$ cat config.mk
export PLATFORM = sky130hd
export DESIGN_NAME = arp_reply_tx
export DESIGN_NICKNAME = d
export VERILOG_FILES = /design/src/rtl/arp_reply_tx_pkg.sv /design/src/rtl/arp_frame_rom.sv /design/src/rtl/arp_reply_tx.sv
export SDC_FILE = /design/constraint.sdc
export NUM_CORES = 1
export LEC_CHECK = 0
export ABC_AREA = 1
export CORE_ASPECT_RATIO = 1.25
export CORE_MARGIN = 4
export CORE_UTILIZATION = 45
export CTS_CLUSTER_DIAMETER = 30
export DETAILED_ROUTE_END_ITERATION = 16
export GPL_ROUTABILITY_DRIVEN = 1
export MAX_ROUTING_LAYER = met4
export PLACE_DENSITY = 0.77
export SYNTH_ARGS = -nofsm -noshare
export SYNTH_HDL_FRONTEND = slang
export SYNTH_HIERARCHICAL = 1
export SYNTH_SLANG_ARGS = --single-unit
$ cat constraint.sdc
create_clock -name clk -period 18.3 [get_ports clk]
set_input_delay 3.66 -clock clk [delete_from_list [all_inputs] [get_ports clk]]
set_output_delay 3.66 -clock clk [all_outputs]
set_load 0.1 [all_outputs]
$ cat src/rtl/arp_reply_tx_pkg.sv
// arp_reply_tx_pkg: ARP/Ethernet field constants, FPGA address defaults and reply FSM states
package arp_reply_tx_pkg;
    localparam logic [15:0] ETH_TYPE_ARP  = 16'h0806;
    localparam logic [15:0] ETH_TYPE_IP   = 16'h0800;
    localparam logic [15:0] ARP_HTYPE_ETH = 16'h0001;
    localparam logic [15:0] ARP_OP_REPLY  = 16'h0002;
    localparam logic [7:0]  ARP_HLEN      = 8'h06;
    localparam logic [7:0]  ARP_PLEN      = 8'h04;
    localparam logic [47:0] DEF_SRC_MAC   = 48'h0023_551c_3565;
    localparam logic [31:0] DEF_SRC_IP    = 32'ha9fe_90e9;
    localparam int          DEF_FRAME_LEN = 60;
    typedef enum logic [1:0] {IDLE, REQ, SEND, DONE} state_t;
endpackage

$ cat src/rtl/arp_frame_rom.sv
// arp_frame_rom: combinational byte-index to ARP reply byte mux; indices past the header read as pad zeros
module arp_frame_rom
    import arp_reply_tx_pkg::*;
#(
    parameter logic [47:0] SRC_MAC = DEF_SRC_MAC,
    parameter logic [31:0] SRC_IP  = DEF_SRC_IP
) (
    input  logic [5:0]  idx_i,
    input  logic [47:0] mac_i,
    input  logic [31:0] ip_i,
    output logic [7:0]  byte_o
);
    logic [41:0][7:0] hdr;
    assign hdr = {mac_i, SRC_MAC, ETH_TYPE_ARP, ARP_HTYPE_ETH, ETH_TYPE_IP, ARP_HLEN, ARP_PLEN,
                  ARP_OP_REPLY, SRC_MAC, SRC_IP, mac_i, ip_i};
    assign byte_o = idx_i < 6'd42 ? hdr[6'd41 - idx_i] : 8'h00;
endmodule

$ cat src/rtl/arp_reply_tx.sv
// arp_reply_tx: builds a 60-byte ARP reply per request and streams it over the shared TX LocalLink port
module arp_reply_tx
    import arp_reply_tx_pkg::*;
#(
    parameter logic [47:0] SRC_MAC   = DEF_SRC_MAC,
    parameter logic [31:0] SRC_IP    = DEF_SRC_IP,
    parameter int          FRAME_LEN = DEF_FRAME_LEN
) (
    input  logic        clk,
    input  logic        reset,
    input  logic        arp,
    input  logic [47:0] arp_mac,
    input  logic [31:0] arp_ip,
    output logic        tx_req,
    input  logic        tx_gnt,
    output logic [7:0]  tx_data,
    output logic        tx_sof,
    output logic        tx_eof,
    output logic        tx_src_rdy,
    input  logic        tx_dst_rdy,
    output logic        busy,
    output logic        done,
    output logic [15:0] reply_count
);
    localparam logic [5:0] LAST = 6'(FRAME_LEN - 1);
    state_t      state_q;
    logic [5:0]  idx_q, idx_d;
    logic [47:0] mac_q, pmac_q;
    logic [31:0] ip_q, pip_q;
    logic        pend_q, req_q, sof_q, eof_q, rdy_q, done_q;
    logic [7:0]  data_q, rom_byte;
    logic [15:0] cnt_q;
    // rom looks up the byte that will be on the bus after the coming transfer
    assign idx_d = state_q == SEND ? idx_q + 6'd1 : 6'd0;
    arp_frame_rom #(.SRC_MAC(SRC_MAC), .SRC_IP(SRC_IP)) u_rom (
        .idx_i(idx_d), .mac_i(mac_q), .ip_i(ip_q), .byte_o(rom_byte)
    );
    always_ff @(posedge clk) begin
        if (reset) begin
            state_q <= IDLE;
            idx_q   <= '0;
            pend_q  <= 1'b0;
            req_q   <= 1'b0;
            done_q  <= 1'b0;
            cnt_q   <= '0;
            sof_q   <= 1'b1;
            eof_q   <= 1'b1;
            rdy_q   <= 1'b1;
            data_q  <= '0;
        end else begin
            done_q <= 1'b0;
            if (arp && state_q != IDLE) begin
                pmac_q <= arp_mac;
                pip_q  <= arp_ip;
                pend_q <= 1'b1;
            end
            case (state_q)
                IDLE: if (arp) begin
                    mac_q   <= arp_mac;
                    ip_q    <= arp_ip;
                    req_q   <= 1'b1;
                    state_q <= REQ;
                end
                REQ: if (tx_gnt) begin
                    idx_q   <= '0;
                    data_q  <= rom_byte;
                    sof_q   <= 1'b0;
                    eof_q   <= LAST != 6'd0;
                    rdy_q   <= 1'b0;
                    state_q <= SEND;
                end
                SEND: if (!tx_dst_rdy) begin
                    if (idx_q == LAST) begin
                        idx_q   <= '0;
                        data_q  <= '0;
                        sof_q   <= 1'b1;
                        eof_q   <= 1'b1;
                        rdy_q   <= 1'b1;
                        req_q   <= 1'b0;
                        done_q  <= 1'b1;
                        cnt_q   <= cnt_q + 16'd1;
                        state_q <= DONE;
                    end else begin
                        idx_q  <= idx_d;
                        data_q <= rom_byte;
                        sof_q  <= 1'b1;
                        eof_q  <= idx_d != LAST;
                    end
                end
                DONE: if (pend_q || arp) begin
                    // a request arriving now stays pending only if an older one is served first
                    mac_q   <= pend_q ? pmac_q : arp_mac;
                    ip_q    <= pend_q ? pip_q : arp_ip;
                    pend_q  <= pend_q && arp;
                    req_q   <= 1'b1;
                    state_q <= REQ;
                end else begin
                    state_q <= IDLE;
                end
            endcase
        end
    end
    assign tx_req      = req_q;
    assign tx_data     = data_q;
    assign tx_sof      = sof_q;
    assign tx_eof      = eof_q;
    assign tx_src_rdy  = rdy_q;
    assign busy        = state_q != IDLE;
    assign done        = done_q;
    assign reply_count = cnt_q;
endmodule

==> run metrics, run 1 <==
combinational family with the most area after synthesis=simple AND/OR/NAND/NOR gates; Primary FF master, synth=edfxtp_1; layout cells sized above 1=15.46%; r2r endpoint=tx_data[1]; leakage=about 4 nW; RSZ-0062 raised after global routing=false; post-synthesis register bit count=198; largest area contributor in the netlist=edfxtp_1; wire length per cell=15.95 um; Core Box Area=19680 um2; Synth Area in XOR/XNOR=0.6587%; EDFF count, synth=160; fmax=164.0 MHz; fin area=between 10000 and 15000 um2; final hold violation count=0; IO Count=between 100 and 150; DRC=0; Total Wirelength=19180 um; register-to-register setup slack=14.85 ns; initial antenna violation count=0; Port Buf Inserts=114; mux cell area share after synthesis=9.881%; via count of the routed design=about 6.2k; Synth Instances=812; crit path launch=state_q[0]; compound-gate portion of the synthesized area=6.546%; GR Overflow Total=0; total CTS buffers=17; Detailed Route Iter0 Violations=452; syn avg cell area=roughly 11 um2; CTS root buf=clkbuf_16; Resized Gates After CTS=0; end of the critical path=busy; Async SR Flop Fraction=0%; Clock Path Buffers=2; status=finished clean; worst min-delay path class=flop to flop; Cell Area, Synth=between 9000 and 10000 um2; reg2reg start=state_q[0]; Syn-to-layout area delta=20.82%; syn_nets=912; All-Layer GR Usage=17.53%; CP required=14.64 ns; largest net degree at the start of global routing=81; Routability Congestion=approximately 0.89; post-synthesis simple-gate area fraction=15.63%; Relative slew margins=31.16%; CTS tree=done; Worst Clk Skew=0.006712 ns; Crit. End Element=output port; post-synth cell types=39; Layout Cells excl Fill=between 1k and 1.5k; num rows=between 50 and 60; CP Class=flop to output port; vias per cell=approximately 5.2; # diodes=0; clock transition at the registers of the reported paths=0.07 ns; Max Cap Violations=0; die outline height=167.1 um; worst vdd ir=roughly 73 uV; min cycle time layout=6.096 ns; Nets=1025; number of hold-repair buffers added at the cts stage=0; Placed Area=10480 um2; clk sinks=between 150 and 200; Worst Path Max Fanout=6; post-synthesis sequential area ratio=61.04%; htree depth=4; PwrDens=118.9 nW/um2; Ys Warns=6; vias in the first global route=6118; first-pass GRT wire length=30480 um; DIE AREA=around 23000 um2; Routed Antenna Nets=0; Slew @ Worst Pin=1.033 ns; TritonRoute pass-1 iters=5; CP arrival=around 2.4 ns; postcts setup bufs=0; Synth Area in Adders=2.058%; Initial Util=46.32%; R2R cell count=16; hold path cells=2; Worst-Skew Late Latency=0.43 ns; Period Utilization, post-route=between 30% and 40%; Worst setup SP type=flop; Final Setup Violations=0; setup TNS=0 ns; top post-synthesis cells by area=edfxtp_1 (53%), mux2_2 (9.9%), dfxtp_1 (8.3%), nand2_1 (6.6%), nor2_1 (3.4%); hpwl dp=13030 um; Yosys top cell area share=52.70%; Final Max Tran Viols=0; placed insts=1171; die width=around 140 um
metal layers:
metal,up-vias,global-route usage [%],part of all wire (%)
met5,-,-,0
met4,0,6.094,1.6
met3,23,2.971,4.8
met2,194,29.25,51
met1,2960,21.62,43
li1,3071,-,-
cells in the mapped netlist, types with 2 or more instances:
cell type / number
nor2_4: 5
nor2_8: 2
edfxtp_1: 160
nand4_1: 7
xor2_1: 2
nand3_1: 52
inv_2: 5
clkbuf_1: 2
ha_1: 15
nor2_1: 82
nand2_1: 161
buf_6: 4
or2_2: 2
o211ai_1: 12
a22oi_1: 4
nor3_1: 4
buf_4: 4
buf_2: 14
a21oi_1: 41
nor2_2: 3
nand2_2: 5
o21ai_0: 38
inv_1: 51
mux2_2: 80
or2_0: 2
dfxtp_1: 38
o21ai_1: 3
xnor2_1: 3
layout by cell type (no fill, tap or decap), types with 3 or more instances in the layout:
cell type	Yosys	routed
a21oi_1	41	41
a22oi_1	4	4
buf_4	4	6
clkbuf_16	0	17
clkdlybuf4s50_1	0	114
clkinvlp_4	0	4
dfxtp_1	38	38
edfxtp_1	160	160
ha_1	15	15
inv_1	51	51
inv_2	5	5
inv_6	0	3
mux2_2	80	80
nand2_1	161	160
nand2_2	5	5
nand3_1	52	52
nand4_1	7	7
nor2_1	82	81
nor2_2	3	4
nor2_4	5	5
o211ai_1	12	12
o21ai_0	38	38
o21ai_1	3	3
xnor2_1	3	3
layout make-up:
cell class,count,area (um2)
fillers,1658,8668
flip-flops and latches,198,5565
multi-input cells,532,3191
repair buffers,120,1186
clock buffers,18,429.2
well taps,265,331.6
inverters,56,210.2
clock inverters,14,102.6
stage by stage:
| stage | setup slack (ns) | utilization (%) | hold slack, ns | total power, W |
|---|---|---|---|---|
| after floorplan | 8.306 | - | 0.4542 | 0.0008869 |
| after global placement | 12.23 | 53.26 | 0.4568 | 0.0009678 |
| after detailed placement | 12.19 | 53.26 | 0.4659 | 0.0009763 |
| after CTS | 12.18 | 55.96 | 0.4762 | 0.001316 |
| after global routing | 12.13 | 55.96 | 0.5065 | 0.001373 |
| final | 12.20 | 55.96 | 0.4773 | 0.001310 |
worst min-delay path by stage:
stage	startpoint	to	slack (ns)
3_3_place_gp	reply_count[14]	reply_count[14]	0.46
5_1_grt	tx_sof	tx_sof	0.51
6_report	reply_count[14]	reply_count[14]	0.48
4_1_cts	reply_count[14]	reply_count[14]	0.48
3_5_place_dp	reply_count[14]	reply_count[14]	0.47
2_1_floorplan	idx_q[5]	idx_q[5]	0.45
state kept, by name, summed over array words and instances (netlist names):
register,flops
tx_data,8
reply_count,16
mac_q,48
ip_q,32
tx_eof,1
idx_q,6
pend_q,1
tx_sof,1
state_q,2
pmac_q,48
tx_req,1
pip_q,32
tx_src_rdy,1
done,1
worst max-delay path, cell delays in order, from the launching register on:
cell	delay [ns]
dfxtp_1	0.44
inv_1	0.10
ha_1	0.25
inv_1	0.09
clkdlybuf4s50_1	1.13
report_power, final:
part           leakage [nW]  internal, W  switching, W
sequential             1.79     0.000587     0.0000276
clock                 0.250     0.000175      0.000167
combinational          1.94     0.000105      0.000248
logic make-up (layout without fill, tap and decap cells):
kind of cell    count (synthesis)  count (layout)
fa+ha+maj                      15              15
mux                            80              80
flops                         198             198
buf+inv                        82             208
simple gates                  326             326
compound gates                105             105
xor+xnor                        6               6
Note: power is estimated with default switching activity, not from simulation.
==> run 2: changes to the inputs <==
- clock period: 18.3 -> 5.7 ns (I/O delays scaled with it)
==> run 2 against run 1 <==
Against the previous run:
- combinational power increased to 3.3 times the previous value
- via count increased by 0.19%
- die area unchanged
- worst setup slack got worse by 10 ns
- sequential share of layout area decreased by 0.21 points
- non-clock buffer count decreased by 1
- cell count about the same
- sequential power increased to 3.2 times the previous value
- largest power group unchanged
==> run metrics, run 2 (synthesis gave the netlist of run 1 again) <==
status=finished clean; wire length per cell=16.33 um; htree depth=4; Nets=1024; reg2reg start=state_q[0]; crit path launch=state_q[0]; TritonRoute pass-1 iters=5; CP Class=flop to output port; hold path cells=2; via count of the routed design=6260; leading cell types in the layout, fill and taps excluded=nand2_1 (160), edfxtp_1 (160), clkdlybuf4s50_1 (114), nor2_1 (81), mux2_2 (80); worst min-delay path class=flop to flop; fin area=11060 um2; Worst Clk Skew=0.009760 ns; biggest regs=mac_q x48, pmac_q x48; Worst-Skew Late Latency=0.43 ns; RSZ-0062 raised after global routing=false; Worst setup SP type=flop; R2R cell count=14; number of hold-repair buffers added at the cts stage=0; Syn-to-layout area delta=21.33%; hold path startpoint=reply_count[14]; vias in the first global route=between 6k and 7k; num rows=57; CP arrival=2.44 ns; final hold violation count=0; vias per cell=5.208; worst vdd ir=210.2 uV; largest net degree at the start of global routing=81; CTS root buf=clkbuf_16; layout cells sized above 1=15.58%; Core Box Area=19680 um2; Routability Congestion=0.8958; Total Wirelength=around 20000 um; die width=135.3 um; IO Count=115; Relative slew margins=28.77%; postcts setup bufs=0; PwrDens=387.7 nW/um2; Final Setup Violations=0; DIE AREA=22620 um2; GR Overflow Total=0; Final Max Tran Viols=0; min cycle time layout=3.576 ns; Crit. End Element=output port; final hold slack=a little under 0.5 ns; first-pass GRT wire length=30880 um; Routed Antenna Nets=0; Period Utilization, post-route=~63%; Resized Gates After CTS=0; Placed Area=10490 um2; filler cell count in the final layout=1671; clk sinks=approximately 200; clock transition at the registers of the reported paths=0.07 ns; hpwl dp=13860 um; CTS tree=done; total power=0.004289 W; Slew @ Worst Pin=1.068 ns; fmax=between 200 and 300 MHz; total CTS buffers=17; All-Layer GR Usage=about 18%; die outline height=167.1 um; DRC=0; Detailed Route Iter0 Violations=around 470; Max Cap Violations=0; Clock Path Buffers=2; setup TNS=0 ns; initial antenna violation count=0; leakage=4.009 nW; Port Buf Inserts=roughly 110; Worst Path Max Fanout=6; Initial Util=roughly 46%; CP required=4.56 ns; # diodes=0
==> run 2: final timing paths <==
| kind | end | slack, ns |
|---|---|---|
| worst max register to register | tx_data[7] | 2.14 |
| worst min register to register | reply_count[14] | 0.48 |
| worst min-delay path | reply_count[14] | 0.48 |
| worst max-delay path | busy | 2.12 |
==> run 2: layout make-up <==
| cell class | count | area [um2] | share of cell area (%) |
|---|---|---|---|
| flip-flops and latches | 198 | 5565 | 50.31 |
| multi-input cells | 532 | 3203 | 28.96 |
| repair buffers | 119 | 1179 | 10.65 |
| clock buffers | 17 | 425.4 | 3.846 |
| well taps | 265 | 331.6 | 2.997 |
| inverters | 56 | 210.2 | 1.900 |
| clock inverters | 15 | 147.6 | 1.335 |
==> run 2: per-layer routing <==
layer / track usage [%] / share of wire (%) / wire length, um / up-vias
met5: - / 0 / 0 / -
met4: 6.401 / 2.5 / 493 / 0
met3: 3.121 / 4.8 / 950 / 37
met2: 29.74 / 51 / 9945 / 205
met1: 21.60 / 42 / 8238 / 2949
li1: - / - / - / 3069
==> run 2: power breakdown <==
group          internal [W]  switching [W]
combinational      0.000344       0.000813
clock              0.000613       0.000544
sequential          0.00188      0.0000907
==> run 2: metrics by stage <==
step / setup WS [ns] / instances / util [%]
final: 2.124 / 1202 / 56.20
after detailed placement: 2.129 / 1170 / 53.29
after floorplan: 0.7397 / 812 / -
after global routing: 1.794 / 1202 / 56.20
after global placement: 2.172 / 1170 / 53.29
after CTS: 2.087 / 1202 / 56.20
==> run 2: worst max-delay path, cell delays in order (launching register included) <==
cell	delay (ns)
dfxtp_1	0.42
inv_1	0.09
ha_1	0.26
inv_1	0.10
clkdlybuf4s50_1	1.13
